**src/rtl/serial_word_tx_pkg.sv**
```systemverilog
// serial_word_tx_pkg: state encoding and counter sizing shared by the serial transmitter
package serial_word_tx_pkg;

    // FSM states, prefixed so they never collide with the GAP parameter
    typedef enum logic [1:0] {
        ST_IDLE  = 2'b00,
        ST_SHIFT = 2'b01,
        ST_GAP   = 2'b10
    } tx_state_e;

    localparam int GAP_CNT_W = 4;

    // Bit counter must hold WIDTH-1; never narrower than one bit
    function automatic int bit_cnt_w(input int width);
        return (width > 1) ? $clog2(width) : 1;
    endfunction

    // Gap counter reload value on entry to the gap state
    function automatic logic [GAP_CNT_W-1:0] gap_load(input int gap);
        return (gap > 0) ? GAP_CNT_W'(gap - 1) : '0;
    endfunction

endpackage

```
**src/rtl/tx_shift_reg.sv**
```systemverilog
// tx_shift_reg: loadable shifter whose head bit is the registered serial output
module tx_shift_reg #(
    parameter int WIDTH     = 8,
    parameter bit MSB_FIRST = 1'b1
) (
    input  logic             clk_i,
    input  logic             rst_ni,
    input  logic             load_i,
    input  logic             shift_i,
    input  logic [WIDTH-1:0] data_i,
    output logic             bit_o
);

    logic [WIDTH-1:0] sr_q;
    logic [WIDTH-1:0] sr_d;

    // Load wins over shift; zeros shift in so the line is low once a word has drained
    always_comb begin
        sr_d = load_i ? data_i :
               shift_i ? (MSB_FIRST ? {sr_q[WIDTH-2:0], 1'b0} : {1'b0, sr_q[WIDTH-1:1]}) :
               sr_q;
    end

    // Shift register state
    always_ff @(posedge clk_i or negedge rst_ni) begin
        if (!rst_ni) sr_q <= '0;
        else         sr_q <= sr_d;
    end

    assign bit_o = MSB_FIRST ? sr_q[WIDTH-1] : sr_q[0];

endmodule

```
**src/rtl/serial_word_tx.sv**
```systemverilog
// serial_word_tx: parallel word in over valid/ready, serial bit stream out with idle gap
module serial_word_tx
    import serial_word_tx_pkg::*;
#(
    parameter int WIDTH     = 8,
    parameter bit MSB_FIRST = 1'b1,
    parameter int GAP       = 1
) (
    input  logic             clk_i,
    input  logic             rst_ni,
    input  logic [WIDTH-1:0] data_in_i,
    input  logic             data_valid_i,
    output logic             data_ready_o,
    output logic             ser_out_o,
    output logic             busy_o,
    output logic             done_o
);

    localparam int CW = bit_cnt_w(WIDTH);

    tx_state_e            state_q;
    logic [CW-1:0]        bit_cnt_q;
    logic [GAP_CNT_W-1:0] gap_cnt_q;
    logic                 ready_q;
    logic                 busy_q;
    logic                 done_q;
    logic                 accept;

    assign accept = (state_q == ST_IDLE) && data_valid_i;

    tx_shift_reg #(
        .WIDTH     (WIDTH),
        .MSB_FIRST (MSB_FIRST)
    ) u_shift (
        .clk_i   (clk_i),
        .rst_ni  (rst_ni),
        .load_i  (accept),
        .shift_i (state_q == ST_SHIFT),
        .data_i  (data_in_i),
        .bit_o   (ser_out_o)
    );

    // Control FSM with counters; status outputs are registered from the next state
    always_ff @(posedge clk_i or negedge rst_ni) begin
        if (!rst_ni) begin
            state_q   <= ST_IDLE;
            bit_cnt_q <= '0;
            gap_cnt_q <= '0;
            ready_q   <= 1'b1;
            busy_q    <= 1'b0;
            done_q    <= 1'b0;
        end else begin
            done_q <= 1'b0;
            case (state_q)
                ST_IDLE: begin
                    if (data_valid_i) begin
                        state_q   <= ST_SHIFT;
                        bit_cnt_q <= CW'(WIDTH - 1);
                        ready_q   <= 1'b0;
                        busy_q    <= 1'b1;
                    end
                end
                ST_SHIFT: begin
                    done_q <= (bit_cnt_q == CW'(1));
                    if (bit_cnt_q == '0) begin
                        state_q   <= (GAP > 0) ? ST_GAP : ST_IDLE;
                        gap_cnt_q <= gap_load(GAP);
                        ready_q   <= (GAP == 0);
                        busy_q    <= (GAP != 0);
                    end else begin
                        bit_cnt_q <= bit_cnt_q - 1'b1;
                    end
                end
                ST_GAP: begin
                    if (gap_cnt_q == '0) begin
                        state_q <= ST_IDLE;
                        ready_q <= 1'b1;
                        busy_q  <= 1'b0;
                    end else begin
                        gap_cnt_q <= gap_cnt_q - 1'b1;
                    end
                end
                default: begin
                    state_q <= ST_IDLE;
                    ready_q <= 1'b1;
                    busy_q  <= 1'b0;
                end
            endcase
        end
    end

    assign data_ready_o = ready_q;
    assign busy_o       = busy_q;
    assign done_o       = done_q;

endmodule
```
**config.mk**
```make
export PLATFORM = sky130hd
export DESIGN_NAME = serial_word_tx
export DESIGN_NICKNAME = d
export VERILOG_FILES = /design/src/rtl/serial_word_tx_pkg.sv /design/src/rtl/tx_shift_reg.sv /design/src/rtl/serial_word_tx.sv
export SDC_FILE = /design/constraint.sdc
export NUM_CORES = 1
export LEC_CHECK = 0
export CAP_MARGIN = 30
export CORE_MARGIN = 5
export CORE_UTILIZATION = 50
export DETAILED_ROUTE_END_ITERATION = 10
export MAX_ROUTING_LAYER = met4
export PLACE_DENSITY = 0.74
export SLEW_MARGIN = 15
export SYNTH_ARGS = -nofsm -noshare
export SYNTH_HDL_FRONTEND = slang
export SYNTH_SLANG_ARGS = --single-unit
```
**constraint.sdc**
```tcl
create_clock -name clk_i -period 2.9 [get_ports clk_i]
set_clock_uncertainty 0.1 [all_clocks]
set_input_delay 0.87 -clock clk_i [delete_from_list [all_inputs] [get_ports clk_i]]
set_output_delay 0.87 -clock clk_i [all_outputs]
set_load 0.01 [all_outputs]
```
==> Word-level counts from Yosys, hierarchy flattened <==
Cells that the tools add are included.
{ "op_classes": {"reduce_logical": 10, "addsub": 2, "eq_ne": 8, "muxes": 21} }
{ "ops": {"columns": ["operator", "count"], "rows": [
  ["8-bit two-way mux", 2],
  ["2-bit inequality test (second input constant)", 5],
  ["3-bit AND reduction", 3],
  ["4-bit two-way mux", 2],
  ["4-bit one-hot mux with 2 select lines", 1],
  ["1-bit two-way mux", 7],
  ["2-bit two-way mux", 3],
  ["3-bit two-way mux", 2],
  ["1-bit one-hot mux with 3 select lines", 2],
  ["2-bit one-hot mux with 3 select lines", 1],
  ["3-bit one-hot mux with 2 select lines", 1],
  ["2-bit nonzero test", 3],
  ["4-bit logical NOT", 1],
  ["4-bit by 1-bit subtractor with 4-bit output (second input constant)", 1],
  ["3-bit by 1-bit == test with 1-bit output (second input constant)", 1],
  ["3-bit logical NOT", 1],
  ["3-bit by 1-bit subtractor with 3-bit output (second input constant)", 1],
  ["2-bit by 1-bit == test with 1-bit output (second input constant)", 1],
  ["2-bit == test (second input constant)", 1],
  ["2-bit logical NOT", 1],
  ["1-bit logical AND", 1]
]} }
{ "word_totals": {"register_bits": 20, "inputBits": 11, "output_inout_bits": 4, "word_cells": 48} }

==> Logic depth before layout (Yosys ltp) <==
Gate-level depths: netlist of the first run.
{ "logic_depth": {"depth_word": 3, "depth_mapped": 6, "ltp_nobuf": 6} }

==> By module <==
From an unflattened synthesis of the first run, not the netlist that was laid out.
{ "hier_totals": {"hier_cells": 90, "hier_area_um2": 1017.2} }
{ "modules_own_cells": {"columns": ["mod", "cells_per_inst", "n_inst", "seq_area_each_um2", "area_per_inst_um2"], "rows": [
  ["serial_word_tx", 56, 1, 301.5, 648.1],
  ["tx_shift_reg", 34, 1, 200.2, 369.1]
]} }

==> Worst setup path before layout of the first run <==
No wires, ideal clock.
{ "synth_path": {"path_type": "input-to-reg", "from": "input port data_valid_i", "to": "register busy_q (netlist: busy_o)", "setup_time_ns": 0.126, "n_path_buf": 0, "path_slack_ns": 1.237, "required_time_ns": 2.674, "arrival_time_ns": 1.437, "stages": 3, "path_cell_list": "nor2b_1 -> and2_1 -> a311o_1"} }
{ "synth_via": {"elab_chain_cells": 2} }
{ "synth_lines": {"columns": ["item", "line_no", "rtl"], "rows": [
  ["start, declared", "serial_word_tx.sv:12", "input logic data_valid_i,"],
  ["2-bit inequality test (no source line)", null, null],
  ["3-bit AND reduction (no source line)", null, null],
  ["end signal, assigned", "serial_word_tx.sv:69", "busy_q <= (GAP != 0);"],
  ["end, declared", "serial_word_tx.sv:25", "logic busy_q;"]
]} }
Every way passes these cells.
A chain may end at the register's enable or synchronous reset.

==> Final worst setup path of the first run <==
{ "layout_path": {"from": "register ready_q (netlist: data_ready_o)", "to": "output port data_ready_o"} }
{ "layout_rtl": {"columns": ["item", "line_no", "rtl"], "rows": [
  ["start, declared", "serial_word_tx.sv:24", "logic ready_q;"],
  ["start signal, assigned", "serial_word_tx.sv:68", "ready_q <= (GAP == 0);"],
  ["end, declared", "serial_word_tx.sv:13", "output logic data_ready_o,"]
]} }
No word-level cell between the ends.

==> qor.txt, run 1 <==
Worst-Skew Late Latency - 0.29 ns
Outcome - completed
VDD IR-drop max - 0.000429 V
RSZ-0062 raised after global routing - no
Final worst-path cycle share - 81.4%
Synthesis-to-layout area growth - 19.3%
Required time worst endpoint - 1.93 ns
CTS buffer count - 3
Final Hold Fails - 0
P_int - 0.619 mW
Critical path type - reg2out
Fmax achieved - 424 MHz
#FFs+latches synth - 20
Buffers on Ports - 14
Die Y - 55.1 microns
Flop pwr share - 48.1%
Mapped Area - 1020 sq um
Mapped Nets - 118
Synth top area cells - dfrtp_1, a22oi_1, ha_1, o21ai_0, nand2_1
Gr ovfl total - 0
Vias per std cell - 5.55
Net switching share of the total power - 33.5%
Pwr Density - 768 nW/um^2
Slew Limit Fails - 0
Share of layout cells above drive strength 1 - 7.76%
Top-Level Pins - 15
Clk sinks - 20
DRC Markers - 0
# placed instances - 139
Routed Antenna Nets - 0
Final instance area - 1210 sq um
Final setup viols - 0
Final critical-path required period - 2.36 ns
Crit path launch type - register
Worst min path class - reg2reg
Yosys top cell by area - dfrtp_1
Root buffer cell - clkbuf_4
Max-Cap Viols - 0
Worst Path Arrival - 1.39 ns
Asr flop ratio synth - 100%
Critical Path Start - data_ready_o$_DFFE_PN1P_
CP bufs+invs - 1
Critical Path Max Stage Delay - 0.56 ns
CTS Buffer Depth - 2
Final wirelength - 1940 microns
Die area - 3030 sq um
DRT iter0 DRCs - 13
Clock network power share - 16.9%
P_sw - 0.312 mW
Total core area - 1940 sq um
Worst slew pin tran - 0.624 ns
Layout Nets - 133
Critical-path cell list - clkdlybuf4s50_1
Fin Setup TNS - 0 ns
CTS resizes - 0
Top cells by count, synth - dfrtp_1, nand2_1, a22oi_1
Final cell count without fillers - 143
Slowest CP cell - dfstp_2
Hpwl dp - 1430 microns
Vias in the first global route - 775
Fillers - 177
H-tree depth - 1
Post-CTS Setup Repair Bufs - 0
Avg Cell Area, Syn - 9.96 sq um
Clock slew at reported path FFs - 0.11 ns
Post-synth EDFFs - 0
Number of instances in the synthesized netlist - 102
Critical path endpoint category - primary output
Slew headroom - 58.4%
Cell family with most CP delay - flip-flops
RD Place Congestion - 0.792
CTS tree - yes
Distinct cell type count after synthesis - 31
Combinational power share - 35.0%
GRT Total Usage - 15.9%
RR Startpoint - bit_cnt_q[1]$_DFFE_PN0P_
DP Area - 1180 sq um
Largest net degree at the start of global routing - 23
Initial antenna violation count - 0
Starting Density - 52.3%
Seq/Total Area, Yosys - 49.4%
Top_reg_cell synth - dfrtp_1
Hold path startpoint - bit_cnt_q[2]$_DFFE_PN0P_
Global-route wire length before repair - 3370 microns
Wire per inst - 13.5 microns
Pre-Repair DR Iteration Count - 4
Row Count - 16
Leakage - 0.523 nW
Die W - 55.1 microns
Via count - 793
Warnings, synthesis - 0
Post-CTS Hold Buffers - 0
Most frequent cell after synthesis - dfrtp_1
Diode count - 0
CP max FO - 3
Top cell type's share of synthesized area - 46.8%
Final core utilization - 62.4%
==> power by group through the flow <==
| stage | Sequential [mW] | Clock [mW] | Combinational, mW |
|---|---|---|---|
| final | 0.448 | 0.157 | 0.326 |
| after global routing | 0.463 | 0.176 | 0.367 |
| after CTS | 0.447 | 0.163 | 0.330 |
| after detailed placement | 0.452 | 0 | 0.332 |
| after global placement | 0.450 | 0 | 0.316 |
| after floorplan | 0.417 | 0 | 0.252 |
==> final timing paths <==
| path | end | slack, ns | depth (start not counted) |
|---|---|---|---|
| worst min register to register | done_o$_DFF_PN0_ | 0.35 | 1 |
| min in group asynchronous | gap_cnt_q[2]$_DFFE_PN0P_ | 0.76 | 1 |
| worst max register to register | gap_cnt_q[0]$_DFFE_PN0P_ | 1.21 | 6 |
| worst min-delay path | done_o$_DFF_PN0_ | 0.35 | 1 |
| max in group asynchronous | u_shift.sr_q[6]$_DFFE_PN0P_ | 1.41 | 2 |
| worst max-delay path | data_ready_o | 0.54 | 1 |
==> layout by cell type (no fill, tap or decap), types with 2 or more instances in the layout <==
cell,n
o21ai_0,9
a22o_1,2
nand2_1,11
clkbuf_4,3
inv_1,6
nor2b_1,3
clkdlybuf4s50_1,14
a21oi_1,6
nor3_1,2
dfrtp_1,19
nand2b_1,3
nor2_1,3
ha_1,5
a22oi_1,10
buf_4,2
==> worst register-to-register path: stages, from the launching register on <==
cell	delay, ns
dfrtp_1	0.38
inv_1	0.11
ha_1	0.17
ha_1	0.26
nand2_1	0.18
o22ai_1	0.26
a21boi_0	0.12
==> metal layers <==
metal / vias to the layer above / track usage, % / routed length [microns]
met5: - / - / 0
met3: 2 / 3.49 / 71
met1: 386 / 19.3 / 927
met2: 13 / 26.4 / 924
met4: 0 / 4.86 / 13
li1: 392 / - / -
==> sequential cells by signal (all words and copies together), names as in the netlist <==
register	count
bit_cnt_q	3
busy_o	1
data_ready_o	1
done_o	1
gap_cnt_q	4
state_q	2
u_shift.sr_q	8
==> stage by stage <==
step / setup slack, ns / hold slack, ns / power [mW]
after floorplan: 1.24 / 0.309 / 0.669
after global placement: 0.668 / 0.338 / 0.766
after detailed placement: 0.584 / 0.322 / 0.784
after CTS: 0.527 / 0.353 / 0.940
after global routing: 0.499 / 0.372 / 1.01
final: 0.541 / 0.351 / 0.931
==> final cells by class <==
class / instances / area, sq um / share of cell area (%)
clock buffer: 4 / 36.3 / 2.99
tap: 27 / 33.8 / 2.79
sequential: 20 / 502 / 41.4
timing repair buffer: 16 / 155 / 12.8
multi-input combinational: 70 / 463 / 38.2
inverter: 6 / 22.5 / 1.86
==> kinds of logic (layout without fill, tap and decap cells) <==
logic type | count (synthesis) | in the layout | share of synthesized area, %
mux | 1 | 1 | 1.11
flops | 20 | 20 | 49.4
fa+ha+maj | 5 | 5 | 6.16
simple gates | 29 | 29 | 15.6
buf+inv | 12 | 26 | 5.05
compound gates | 35 | 35 | 22.7
Note: power is estimated with default switching activity, not from simulation.
==> run 2: changes to the inputs <==
Clock period 2.9 ns to 2.3 ns, I/O delays scaled along.
==> qor.txt, run 2 (synthesis results as in run 1) <==
Worst-Skew Late Latency - 0.29 ns (about the same)
Gr ovfl total - 0 (unchanged)
Critical-path cell list - clkdlybuf4s50_1
Leakage - 0.523 nW (-0.13%)
Global-route wire length before repair - 3650 microns (+8.4%)
Required time worst endpoint - 1.51 ns (-0.42 ns)
Final setup viols - 0 (unchanged)
Net switching share of the total power - 34.8% (+1.3 points)
Routed Antenna Nets - 0 (unchanged)
DP Area - 1180 sq um (+0.64%)
Largest register by flop count - u_shift.sr_q
Share of layout cells above drive strength 1 - 7.69% (-0.066 points)
Initial antenna violation count - 0 (unchanged)
Critical path type - reg2out
Cell family with most CP delay - flip-flops
VDD IR-drop max - 0.000475 V (+11%)
Largest net degree at the start of global routing - 23 (unchanged)
Final wirelength - 2010 microns (+3.6%)
Vias per std cell - 5.47 (-1.4%)
Final core utilization - 62.3% (-0.13 points)
Diode count - 0 (unchanged)
Final instance area - 1210 sq um (-0.21%)
Number of flip-flops in the largest register - 8 (unchanged)
Crit path launch type - register
Outcome - completed
Slowest CP cell - dfstp_2
Pwr Total - 1.16 mW (+25%)
Top-Level Pins - 15 (unchanged)
Root buffer cell - clkbuf_4
Post-CTS Setup Repair Bufs - 0 (unchanged)
Die area - 3030 sq um (unchanged)
GRT Total Usage - 17.3% (+1.4 points)
CTS tree - yes
Worst min path class - reg2reg
CP max FO - 3 (unchanged)
Pre-Repair DR Iteration Count - 4 (unchanged)
Starting Density - 52.3% (unchanged)
DRT iter0 DRCs - 20 (+7)
Total core area - 1940 sq um (unchanged)
CTS resizes - 0 (unchanged)
CTS Buffer Depth - 2 (unchanged)
R2R depth - 6 (unchanged)
Layout Nets - 134 (+0.75%)
Final Hold Fails - 0 (unchanged)
H-tree depth - 1 (unchanged)
RSZ-0062 raised after global routing - no
Critical Path Max Stage Delay - 0.56 ns (about the same)
Largest registers - u_shift.sr_q (8), gap_cnt_q (4), bit_cnt_q (3)
CP bufs+invs - 1 (unchanged)
Fillers - 174 (-1.7%)
Final worst-path cycle share - 94.5%
Hpwl dp - 1490 microns (+3.9%)
Final critical-path required period - 2.17 ns
Worst Path Arrival - 1.38 ns (about the same)
Die Y - 55.1 microns (unchanged)
Clock slew at reported path FFs - 0.11 ns (about the same)
Buffers on Ports - 14 (unchanged)
Post-CTS Hold Buffers - 0 (unchanged)
Most frequent cells in the layout - dfrtp_1, clkdlybuf4s50_1, nand2_1, a22oi_1, o21ai_0
Wire per inst - 13.9 microns (+2.9%)
DRC Markers - 0 (unchanged)
Commonest non-fill, non-tap cell in the layout - dfrtp_1
Worst slew pin tran - 0.619 ns (-0.00456 ns)
Die W - 55.1 microns (unchanged)
Crit path depth - 1 (unchanged)
Fmax achieved - 460 MHz
Via count - 787 (-0.76%)
P_sw - 0.404 mW (+29%)
Critical path endpoint category - primary output
Row Count - 16 (unchanged)
Vias in the first global route - 835 (+7.7%)
CTS buffer count - 3 (unchanged)
Hold Path Depth - 1 (unchanged)
RD Place Congestion - 0.721 (-9.0%)
Clock network power share - 15.0% (-1.9 points)
Combinational power share - 36.5% (+1.5 points)
Fin Setup TNS - 0 ns (unchanged)
Max-Cap Viols - 0 (unchanged)
Synthesis-to-layout area growth - 19.1%
Flop pwr share - 48.5% (+0.4 points)
Pwr Density - 959 nW/um^2 (+25%)
P_int - 0.756 mW (+22%)
Slew headroom - 58.7% (+0.30 points)
Slew Limit Fails - 0 (unchanged)
Clk sinks - 20 (unchanged)
[run 2: final timing paths]
path	from	to	slack [ns]
min in group asynchronous	rst_ni	gap_cnt_q[3]$_DFFE_PN0P_	0.58
max in group asynchronous	rst_ni	u_shift.sr_q[7]$_DFFE_PN0P_	1.00
min reg2reg	bit_cnt_q[2]$_DFFE_PN0P_	done_o$_DFF_PN0_	0.35
min	bit_cnt_q[2]$_DFFE_PN0P_	done_o$_DFF_PN0_	0.35
max	data_ready_o$_DFFE_PN1P_	data_ready_o	0.13
max reg2reg	bit_cnt_q[1]$_DFFE_PN0P_	gap_cnt_q[0]$_DFFE_PN0P_	0.61
[run 2: power by group through the flow]
stage          registers [mW]  clock network (mW)  logic (mW)
5_1_grt                 0.582               0.197       0.486
3_3_place_gp            0.568                   0       0.408
2_1_floorplan           0.526                   0       0.318
6_report                0.562               0.174       0.424
4_1_cts                 0.560               0.179       0.428
3_5_place_dp            0.569                   0       0.427
[run 2: through the flow]
stage | setup slack [ns] | instances | hold slack, ns
2_1_floorplan | 0.773 | 102 | 0.294
3_3_place_gp | 0.277 | 140 | 0.321
3_5_place_dp | 0.255 | 140 | 0.333
4_1_cts | 0.116 | 144 | 0.349
5_1_grt | 0.0807 | 144 | 0.381
6_report | 0.126 | 144 | 0.346
[run 2: final cells by class]
class,instances,area [sq um],area share [%]
inverter,6,22.5,1.86
sequential,20,502,41.5
tap,27,33.8,2.79
clock buffer,4,26.3,2.17
multi-input combinational,70,463,38.3
timing repair buffer,17,163,13.4
[run 2: routing by layer]
layer  share of wire [%]  vias to the layer above  GRT usage [%]  wire (microns)
met3                 2.7                        4           3.75              54
li1                    -                      395              -               -
met1                  51                      375           22.9            1020
met5                   0                        -              -               0
met2                  45                       13           25.6             909
met4                 1.1                        0           7.29              22
[run 2: worst reg2reg max path: stages (launching register included)]
cell and delay, ns:
dfrtp_1 0.37, inv_1 0.12, ha_1 0.17, ha_1 0.28, nand2_1 0.19, o22ai_1 0.24, a21boi_0 0.11
